**config.mk**
```make
export PLATFORM = sky130hd
export DESIGN_NAME = vector_mem_unit
export DESIGN_NICKNAME = d
export VERILOG_FILES = /design/src/rtl/vec_pkg.sv /design/src/rtl/vmu_seq.sv /design/src/rtl/vector_mem_unit.sv
export SDC_FILE = /design/constraint.sdc
export NUM_CORES = 1
export LEC_CHECK = 0
export CAP_MARGIN = 20
export CORE_UTILIZATION = 40
export DETAILED_ROUTE_END_ITERATION = 16
export GPL_ROUTABILITY_DRIVEN = 0
export GPL_TIMING_DRIVEN = 0
export PLACE_DENSITY = 0.72
export SLEW_MARGIN = 40
export SYNTH_ARGS = -nofsm -noshare
export SYNTH_HDL_FRONTEND = slang
export SYNTH_SLANG_ARGS = --single-unit
export TNS_END_PERCENT = 10
```
**constraint.sdc**
```tcl
create_clock -name clk -period 2.05 [get_ports clk]
set_clock_uncertainty 0.15 [all_clocks]
set_input_delay 0.41 -clock clk [delete_from_list [all_inputs] [get_ports clk]]
set_output_delay 0.41 -clock clk [all_outputs]
set_load 0.02 [all_outputs]
```
**src/rtl/vec_pkg.sv**
```systemverilog
// Shared constants, sequencer state type and lane helper for the vector memory unit.
package vec_pkg;

    localparam int unsigned LANES  = 4;
    localparam int unsigned ELEM_W = 16;
    localparam int unsigned VEC_W  = LANES * ELEM_W;

    typedef enum logic [2:0] {
        IDLE  = 3'd0,
        LOAD  = 3'd1,
        DRAIN = 3'd2,
        STORE = 3'd3,
        DONE  = 3'd4
    } vmu_state_t;

    // Low bit of lane k within a packed vector.
    function automatic int unsigned lane_lo(input logic [1:0] k);
        return 32'(k) * ELEM_W;
    endfunction

endpackage

```
**src/rtl/vmu_seq.sv**
```systemverilog
// Sequencer for the vector memory unit: FSM, lane counter and the
// one-cycle-delayed capture strobe that tracks memory read latency.
module vmu_seq
    import vec_pkg::*;
(
    input  logic       clk,
    input  logic       rst,
    input  logic       start,
    input  logic       is_store,
    output logic       accept,
    output logic       busy,
    output logic       load_act,
    output logic       store_act,
    output logic       drain,
    output logic       done,
    output logic [1:0] lane,
    output logic       cap_act,
    output logic [1:0] cap_lane
);

    vmu_state_t state_q, state_d;
    logic [1:0] cnt_q, cnt_d;
    logic       cap_q;
    logic [1:0] cap_lane_q;

    always_comb begin
        state_d = state_q;
        unique case (state_q)
            IDLE:    if (start) state_d = is_store ? STORE : LOAD;
            LOAD:    if (cnt_q == 2'd3) state_d = DRAIN;
            DRAIN:   state_d = DONE;
            STORE:   if (cnt_q == 2'd3) state_d = DONE;
            DONE:    state_d = IDLE;
            default: state_d = IDLE;
        endcase
    end

    always_comb begin
        cnt_d = 2'd0;
        if (load_act || store_act) begin
            cnt_d = cnt_q + 2'd1;
        end
    end

    always_ff @(posedge clk) begin
        if (rst) begin
            state_q    <= IDLE;
            cnt_q      <= 2'd0;
            cap_q      <= 1'b0;
            cap_lane_q <= 2'd0;
        end else begin
            state_q    <= state_d;
            cnt_q      <= cnt_d;
            // Read data returns one cycle after the strobe, so capture trails the issue.
            cap_q      <= load_act;
            cap_lane_q <= cnt_q;
        end
    end

    assign accept    = (state_q == IDLE) && start;
    assign busy      = (state_q != IDLE);
    assign load_act  = (state_q == LOAD);
    assign store_act = (state_q == STORE);
    assign drain     = (state_q == DRAIN);
    assign done      = (state_q == DONE);
    assign lane      = cnt_q;
    assign cap_act   = cap_q;
    assign cap_lane  = cap_lane_q;

endmodule

```
**src/rtl/vector_mem_unit.sv**
```systemverilog
// Vector load/store engine: moves a 4 x 16-bit vector between the lane array and
// a single-port 16-bit memory, one word per cycle.
module vector_mem_unit
    import vec_pkg::*;
#(
    parameter int unsigned ADDR_W = 16
) (
    input  logic              clk,
    input  logic              rst,
    input  logic              start,
    input  logic              is_store,
    input  logic [ADDR_W-1:0] base_addr,
    input  logic [LANES-1:0]  lane_mask,
    input  logic [VEC_W-1:0]  st_vec,
    output logic [VEC_W-1:0]  ld_vec,
    output logic              rd_we,
    output logic              busy,
    output logic              done,
    output logic [ADDR_W-1:0] mem_addr,
    output logic              mem_re,
    output logic              mem_we,
    output logic [ELEM_W-1:0] mem_wdata,
    input  logic [ELEM_W-1:0] mem_rdata
);

    logic       accept;
    logic       load_act;
    logic       store_act;
    logic       drain;
    logic [1:0] lane;
    logic       cap_act;
    logic [1:0] cap_lane;

    logic [ADDR_W-1:0] base_q;
    logic [LANES-1:0]  mask_q;
    logic [VEC_W-1:0]  st_vec_q;
    logic              is_store_q;
    logic [VEC_W-1:0]  asm_q, asm_d;
    logic [VEC_W-1:0]  ld_vec_q;

    vmu_seq u_seq (
        .clk       (clk),
        .rst       (rst),
        .start     (start),
        .is_store  (is_store),
        .accept    (accept),
        .busy      (busy),
        .load_act  (load_act),
        .store_act (store_act),
        .drain     (drain),
        .done      (done),
        .lane      (lane),
        .cap_act   (cap_act),
        .cap_lane  (cap_lane)
    );

    always_ff @(posedge clk) begin
        if (rst) begin
            base_q     <= '0;
            mask_q     <= '0;
            st_vec_q   <= '0;
            is_store_q <= 1'b0;
        end else if (accept) begin
            base_q     <= base_addr;
            mask_q     <= lane_mask;
            st_vec_q   <= st_vec;
            is_store_q <= is_store;
        end
    end

    // Masked lanes assemble as zero regardless of what the memory returns.
    always_comb begin
        asm_d = asm_q;
        if (cap_act) begin
            asm_d[lane_lo(cap_lane) +: ELEM_W] = mask_q[cap_lane] ? mem_rdata : '0;
        end
    end

    always_ff @(posedge clk) begin
        if (rst) begin
            asm_q    <= '0;
            ld_vec_q <= '0;
        end else begin
            asm_q <= asm_d;
            if (drain) begin
                ld_vec_q <= asm_d;
            end
        end
    end

    always_comb begin
        mem_addr  = '0;
        mem_re    = 1'b0;
        mem_we    = 1'b0;
        mem_wdata = '0;
        if (load_act || store_act) begin
            mem_addr = base_q + ADDR_W'(lane);
        end
        if (load_act) begin
            mem_re = mask_q[lane];
        end
        if (store_act) begin
            mem_we    = mask_q[lane];
            mem_wdata = st_vec_q[lane_lo(lane) +: ELEM_W];
        end
    end

    assign ld_vec = ld_vec_q;
    assign rd_we  = done && !is_store_q;

endmodule

```
==> After elaboration in Yosys (flattened, before gate mapping) <==
Cells that the tools add are included.
{ "classes": {"n_bitwise": 1, "shifts": 3, "reduce_logical": 8, "n_mux": 16, "n_addsub": 3, "n_eq_ne": 8, "magnitude_cmp": 2} }
{ "op_table": {"columns": ["operator", "count"], "rows": [
  ["64-bit bitwise mux", 1],
  ["64-bit two-way mux", 1],
  ["16-bit by 34-bit variable shift with 64-bit output, first input constant", 1],
  ["16-bit by 34-bit variable part select with 64-bit output", 1],
  ["64-bit by 7-bit variable part select with 16-bit output", 1],
  ["16-bit two-way mux", 3],
  ["6-bit negator with 34-bit output", 1],
  ["16-bit by 2-bit adder with 16-bit output", 1],
  ["3-bit one-hot mux with 4 select lines", 1],
  ["3-bit two-way mux", 3],
  ["3-bit by 2-bit == test with 1-bit output, second input constant", 2],
  ["2-bit by 3-bit less-than comparator with 1-bit output, second input constant", 2],
  ["2-bit inequality test, second input constant", 3],
  ["1-bit binary-select mux with 2-bit select", 2],
  ["1-bit two-way mux", 4],
  ["3-bit by 1-bit == test with 1-bit output, second input constant", 1],
  ["3-bit == test, second input constant", 1],
  ["3-bit zero test", 1],
  ["3-bit AND reduction", 1],
  ["3-bit nonzero test", 1],
  ["2-bit by 1-bit adder with 2-bit output, second input constant", 1],
  ["2-bit == test, second input constant", 1],
  ["1-bit logical AND", 2],
  ["2-bit two-way mux", 1],
  ["other kinds (4)", 4]
]} }
{ "totals": {"word_cells": 51, "input_bits": 104, "regBits": 221, "output_inout_bits": 101} }

==> Depth between registers and ports, before layout <==
Gate-level depths: netlist of the first run.
{ "depth": {"ltp_word": 6, "depth_mapped": 7} }

==> Modules after synthesis <==
Synthesis of the first run repeated with hierarchy kept, for this count alone.
{ "unflattened": {"cells_unflattened": 918, "area_unflattened_um2": 9043.7} }
{ "modules_own_cells": {"columns": ["module", "n_inst", "cells_each", "area_each_um2"], "rows": [
  ["vector_mem_unit", 1, 885, 8735.9],
  ["vmu_seq", 1, 33, 307.8]
]} }

==> Worst setup path before layout of the first run <==
No wires, ideal clock.
{ "synth_path": {"kind": "flip-flop to output port", "from": "reg u_seq.cnt_q[1], in the netlist u_seq.lane[1]", "to": "out mem_addr[15]", "arrival_ns": 1.882, "setup_slack_ns": -0.392, "path_stages_with_launch": 6, "cell_sequence": "dfxtp_1 ha_1 a21oi_1 or3_4 or4_1 a21oi_1"} }
{ "synth_between": {"elab_chain_cells": 2} }
{ "synth_rtl": {"columns": ["element", "line_no", "rtl"], "rows": [
  ["start: declaration", "vmu_seq.sv:22", "logic [1:0] cnt_q, cnt_d;"],
  ["start signal: assignment", "vmu_seq.sv:53", "cnt_q <= cnt_d;"],
  ["16-bit by 2-bit adder with 16-bit output", "vector_mem_unit.sv:97", "mem_addr = base_q + ADDR_W'(lane);"],
  ["16-bit two-way mux", "vector_mem_unit.sv:96", "if (load_act || store_act) begin"],
  ["end: declaration", "vector_mem_unit.sv:19", "output logic [ADDR_W-1:0] mem_addr,"]
]} }
No other way between the ends.

==> Worst setup path after layout of the first run <==
{ "layout_path": {"from": "reg base_q[1]", "to": "out mem_addr[15]"} }
{ "layout_between": {"elab_chain_cells": 2} }
{ "layout_rtl": {"columns": ["element", "line_no", "rtl"], "rows": [
  ["start: declaration", "vector_mem_unit.sv:34", "logic [ADDR_W-1:0] base_q;"],
  ["start signal: assignment", "vector_mem_unit.sv:64", "base_q <= base_addr;"],
  ["16-bit by 2-bit adder with 16-bit output", "vector_mem_unit.sv:97", null],
  ["16-bit two-way mux", "vector_mem_unit.sv:96", null]
]} }
No other way between the ends.

==> results of run 1 <==
## cell usage in the layout, fill, tap and decap left out, drive strengths merged
master / Yosys / layout
dfxtp: 221 / 221
nand2: 181 / 181
clkdlybuf4s50: 0 / 139
nor2: 138 / 138
a21oi: 92 / 92
clkbuf: 48 / 86
buf: 28 / 77
a22oi: 64 / 64
a211oi: 64 / 64
and3: 18 / 18
mux4: 17 / 17
dlymetal6s2s: 0 / 17
dlygate4sd2: 0 / 11
clkinv: 0 / 9
ha: 8 / 8
nor2b: 6 / 6
xor2: 5 / 5
nor3: 5 / 5
or3: 5 / 5
and2: 5 / 5
nand3: 5 / 5
o21ai: 5 / 5
xnor2: 4 / 4
inv: 4 / 4
nand2b: 4 / 4
nor4b: 3 / 3
nor4: 3 / 3
nor3b: 3 / 3
nand4: 2 / 2
or4: 2 / 2
mux2i: 2 / 2
and4: 1 / 1
o31ai: 1 / 1
nand3b: 1 / 1
a32oi: 1 / 1
fa: 1 / 1
clkdlybuf4s15: 0 / 1
## timing repair
action,4_1_cts,5_1_grt
setup endpoints to repair,170,175
pin swaps,4,11
buffers inserted,9,11
gates resized for setup,251,71
## through the flow
step / std cells / area [um2]
2_1_floorplan: 947 / 8848
3_3_place_gp: 1425 / 11220
3_5_place_dp: 1425 / 11220
4_1_cts: 1477 / 12230
5_1_grt: 1486 / 12490
6_report: 1486 / 12490
## registers in the layout, summed over array words and instances, names as in the netlist
name            cells
u_seq.cap_lane      2
ld_vec             64
mask_q              4
u_seq.state_q       3
u_seq.lane          2
asm_q              64
st_vec_q           64
u_seq.cap_act       1
is_store_q          1
base_q             16
## final timing paths
kind / startpoint / to / slack [ns]
setup / recovery: base_q[1] / mem_addr[15] / -0.81
hold / removal: base_addr[8] / base_q[8] / 0.29
setup reg to reg: u_seq.cap_lane[0] / ld_vec[44] / -0.04
hold reg to reg: st_vec_q[36] / st_vec_q[36] / 0.30
## power breakdown
group | internal [mW] | switching (mW) | total [mW] | leakage [nW]
combinational | 0.603 | 0.760 | 1.36 | 2.63
clock | 2.41 | 1.70 | 4.11 | 0.385
sequential | 4.49 | 0.139 | 4.63 | 1.80
total | 7.50 | 2.60 | 10.1 | 4.82
## tightest hold or removal path: stages
cell and delay [ns]:
clkdlybuf4s50_1 0.39, nand2_1 0.06, a21oi_1 0.05
## area by class of cell
cell class,count,area share (%)
flip-flops and latches,221,35.65
multi-input cells,646,34.05
repair buffers,222,17.94
clock buffers,35,5.712
plain buffers,74,3.387
well taps,275,2.756
clock inverters,9,0.3608
inverters,4,0.1403
## per-layer routing
metal / vias to the layer above / wire length, um
met5: - / 0
met4: 0 / 794
met3: 47 / 1860
met2: 320 / 12320
met1: 3740 / 11460
li1: 3790 / -
## logic make-up (layout without fill, tap and decap cells)
family | count (synthesis) | count (layout) | share of synthesized area [%]
AND/OR/NAND/NOR | 382 | 382 | 19.14
flip-flops | 221 | 221 | 50.73
XOR/XNOR | 9 | 9 | 0.9038
multiplexers | 19 | 19 | 4.620
buffers and inverters | 80 | 344 | 4.161
AO/OA/AOI/OAI | 227 | 227 | 19.07
adder cells (fa/ha/maj) | 9 | 9 | 1.377
==> flow_summary.yaml, run 1 <==
routing:
  viasPerCell: 5.314
  drc: 0
  vias: 7897
  drt-initial-drc-count: 466
  post_drt_wl_per_cell_um: 17.79
  firstDrtPassIters: 5
  ant_nets: 0
  routed_wl_um: 26440
final_layout:
  n_fill_cell: 1839
  nets: 1306
  areaGrowthSynthToFinish_pct: 43.17
  final_core_util_pct: 58.84
  drive_above_1_share_pct: 21.06
  antenna_cells: 0
  seq_area_mm2: 0.004452
  multiInputGateArea_mm2: 0.004252
yosys:
  syn-num-nets: 1060
  yosysUniqueCellTypes: 43
  yosysSeqAreaShare_pct: 50.73
  synth_top_area_share_pct: 50.73
  synth_seq_cells: 221
  synth_edf_count: 0
  synthCells: 947
  ys.flop_type: "dfxtp_1"
  ys_warn_count: 0
  synth.area.top_cells: "dfxtp_1 (51%), nand2_1 (7.7%), nor2_1 (5.9%)"
  synth_top_area_cell: "dfxtp_1"
  synth_common_cells: "dfxtp_1 (221), nand2_1 (180), nor2_1 (138)"
  avgSynthCellArea_um2: 9.209
  syn_area_mm2: 0.008721
  synth_most_common_cell: "dfxtp_1"
  async_flop_share_pct: 0
setup_path:
  end_kind: "output port"
  crit_buf_inv: 1
  critPathSlowestCell: "or4_4"
  crit_path_max_incr_delay_ns: 0.44
  r2r_cells: 7
  cpMostUsedCell: "a21oi_4"
  worstPathCellList: "ha_4 -> a21oi_4 -> or3_4 -> or4_4 -> a21oi_4 -> buf_6"
  crit_fanout: 5
  crit_type: "reg2out"
  cp-start-kind: "register"
  worstPathArrival_ns: 2.30
  cp.depth: 6
  worstPathRequired_ns: 1.49
  crit_family: "simple AND/OR/NAND/NOR gates"
clocking:
  cts_tree: "yes"
  cts_made_buffers: 24
  clk_pin_slew_ns: 0.06
  cts_max_level: 1
  clkSinkCount: 221
  clockRootBuffer: "clkbuf_16"
  hold_buffers: 0
  cts_buffer_depth: 3
  clock_latency_ns: 0.51
grt:
  grt_overflow: 0
  grt_pass1_vias: 7615
  track_usage_pct: 23.32
  use_met3_pct: 3.567
  met2_usage_pct: 38.75
  grt_antenna_before_repair: 0
  grt_pass1_wl_um: 40450
  busiest_layer: "met2"
  grt_max_degree: 14
  grt_use_met1_pct: 30.60
sta:
  worstMarginPinSlew_ns: 0.7390
  finalSetupTns_ns: -19.58
  hold_viol: 0
  rsz0062_at_grt: "yes"
  slew_headroom_pct: 50.73
  final.setup.worst_slack_ns: -0.8123
  fin_hold_ws_ns: 0.2905
  drv_slew: 0
  finalCritPeriodShare_pct: 139.6
  setup_violations: 60
  max_freq_mhz: 349.4
  fin_crit_ns: 2.862
power_and_ir_drop:
  powerDensity_mw_per_mm2: 809.4
  ir_drop_v: 0.0006392
  power.total_mw: 10.11
  p_leak_nw: 4.817
outcome:
  status: "finished, violations left"
  violations: "setup timing"
place:
  port_buffers: 203
  dpl.hpwl_um: 18640
  pre_cts_ws_ns: -0.8856
run:
  drv_cap: 0
floorplanning:
  die-area_mm2: 0.02240
  die_w_um: 149.7
  initial_core_util_pct: 41.10
  pin_count: 205
  die_y_um: 149.7
  core_area_mm2: 0.02122
  fp-row-count: 53
worst_hold_path:
  hold_depth: 3
  hp-class: "in2reg"
(Power assumes the default switching activity.)
==> run 2, diff against run 1 <==
Settings changed: CORE_MARGIN set to 2, SLEW_MARGIN 40 to 5.
==> run 2 against run 1 <==
Effect of this change:
- the run still ends with setup timing left
- maximum frequency grew 0.40%
- sequential power is essentially flat
- power down 0.69%
- utilization shrank 0.95 points
- critical path type unchanged
- critical endpoint unchanged
==> flow_summary.yaml, run 2 (synthesis results as in run 1) <==
outcome:
  status: "finished, violations left"
  violations: "setup timing"
setup_path:
  worstPathArrival_ns: 2.29
  crit_type: "reg2out"
  reg2reg_slack_ns: -0.07
  r2r_cells: 7
  cp-start-kind: "register"
  cp-startpoint: "u_seq.lane[1]"
  worstPathRequired_ns: 1.49
  cp-endpoint: "mem_addr[15]"
  end_kind: "output port"
  crit_fanout: 5
  reg2reg_from: "u_seq.cap_lane[0]"
  rr_endpoint: "ld_vec[45]"
clocking:
  cts_buffer_depth: 3
  cts_tree: "yes"
  cts_made_buffers: 23
  clockRootBuffer: "clkbuf_16"
  cts_max_level: 1
  clk_pin_slew_ns: 0.06
  hold_buffers: 0
  clkSinkCount: 221
  clock_latency_ns: 0.51
routing:
  drt-initial-drc-count: 453
  drc: 0
  firstDrtPassIters: 5
  viasPerCell: 5.307
  routed_wl_um: 26540
  vias: 7881
  post_drt_wl_per_cell_um: 17.87
  ant_nets: 0
sta:
  fin_crit_ns: 2.851
  setup_violations: 48
  drv_slew: 0
  finalSetupTns_ns: -18.10
  finalCritPeriodShare_pct: 139.1
  hold_viol: 0
  worstMarginPinSlew_ns: 0.7416
  slew_headroom_pct: 50.56
  final.setup.worst_slack_ns: -0.8010
  rsz0062_at_grt: "yes"
  max_freq_mhz: 350.8
place:
  dp_cells: 1430
  pre_cts_ws_ns: -0.8733
  placed_area_mm2: 0.01123
  dpl.hpwl_um: 18790
  port_buffers: 203
final_layout:
  nets: 1303
  areaGrowthSynthToFinish_pct: 43.52
  final_cell_mix: "dfxtp_1 (207), nand2_1 (178), nor2_1 (137)"
  final_area_mm2: 0.01252
  drive_above_1_share_pct: 20.25
  n_fill_cell: 1929
  seq_area_mm2: 0.004457
  layout_commonest_cell: "dfxtp_1"
  multiInputGateArea_mm2: 0.004253
  instances_no_fill: 1485
  antenna_cells: 0
power_and_ir_drop:
  p_leak_nw: 5.165
  ir_drop_v: 0.0005938
  power.total_mw: 10.04
  powerDensity_mw_per_mm2: 801.9
floorplanning:
  die_y_um: 151.7
  pin_count: 205
  initial_core_util_pct: 40.34
  die-area_mm2: 0.02300
  die_w_um: 151.7
  fp-row-count: 54
  core_area_mm2: 0.02162
run:
  drv_cap: 0
worst_hold_path:
  min-delay-start: "st_vec[57]"
  hp-class: "in2reg"
grt:
  grt_pass1_wl_um: 40280
  grt_antenna_before_repair: 0
  grt_pass1_vias: 7578
  grt_max_degree: 14
  track_usage_pct: 22.42
  grt_overflow: 0
run 2: final cells by class:
| class | instances | area share, % |
|---|---|---|
| tap | 280 | 2.799 |
| multi-input combinational | 646 | 33.98 |
| clock inverter | 4 | 0.3899 |
| sequential | 221 | 35.61 |
| timing repair buffer | 221 | 18.59 |
| inverter | 4 | 0.1400 |
| buffer | 73 | 3.099 |
| clock buffer | 36 | 5.388 |
run 2: critical path: stages (launching register included):
cell	delay (ns)
dfxtp_4	0.36
ha_4	0.27
a21oi_4	0.06
or3_4	0.36
or4_4	0.44
a21oi_4	0.16
buf_6	0.14
run 2: per-stage QoR:
stage / hold slack [ns] / utilization, %
after floorplan: 0.2831 / -
after global placement: 0.2893 / 51.94
after detailed placement: 0.2942 / 51.94
after CTS: 0.2887 / 56.23
after global routing: 0.2987 / 57.89
final: 0.2998 / 57.89
run 2: per-layer routing:
layer	routed length, um	global-route usage, %
met5	0	0
met4	809	6.806
met3	2078	3.533
met2	12190	37.32
met1	11460	30.07
run 2: report_power, final:
| group | total [mW] | switching, mW | internal [mW] |
|---|---|---|---|
| Sequential | 4.64 | 0.142 | 4.49 |
| Clock | 4.05 | 1.67 | 2.37 |
| Combinational | 1.35 | 0.750 | 0.603 |
run 2: how the worst min path moves through the flow:
stage	endpoint	slack, ns	cells past startpoint
floorplan	st_vec_q[22]	0.28	2
global placement	st_vec_q[21]	0.29	2
detailed placement	st_vec_q[31]	0.29	2
CTS	base_q[14]	0.29	3
global route	st_vec_q[55]	0.30	3
finish	st_vec_q[57]	0.30	3
run 2: timing repair:
item	CTS	global route
pin swaps	7	15
buffers inserted	9	9
gates cloned	0	1
resized for setup	170	165
hold endpoints to repair	0	0
endpoints found under the setup margin	178	254
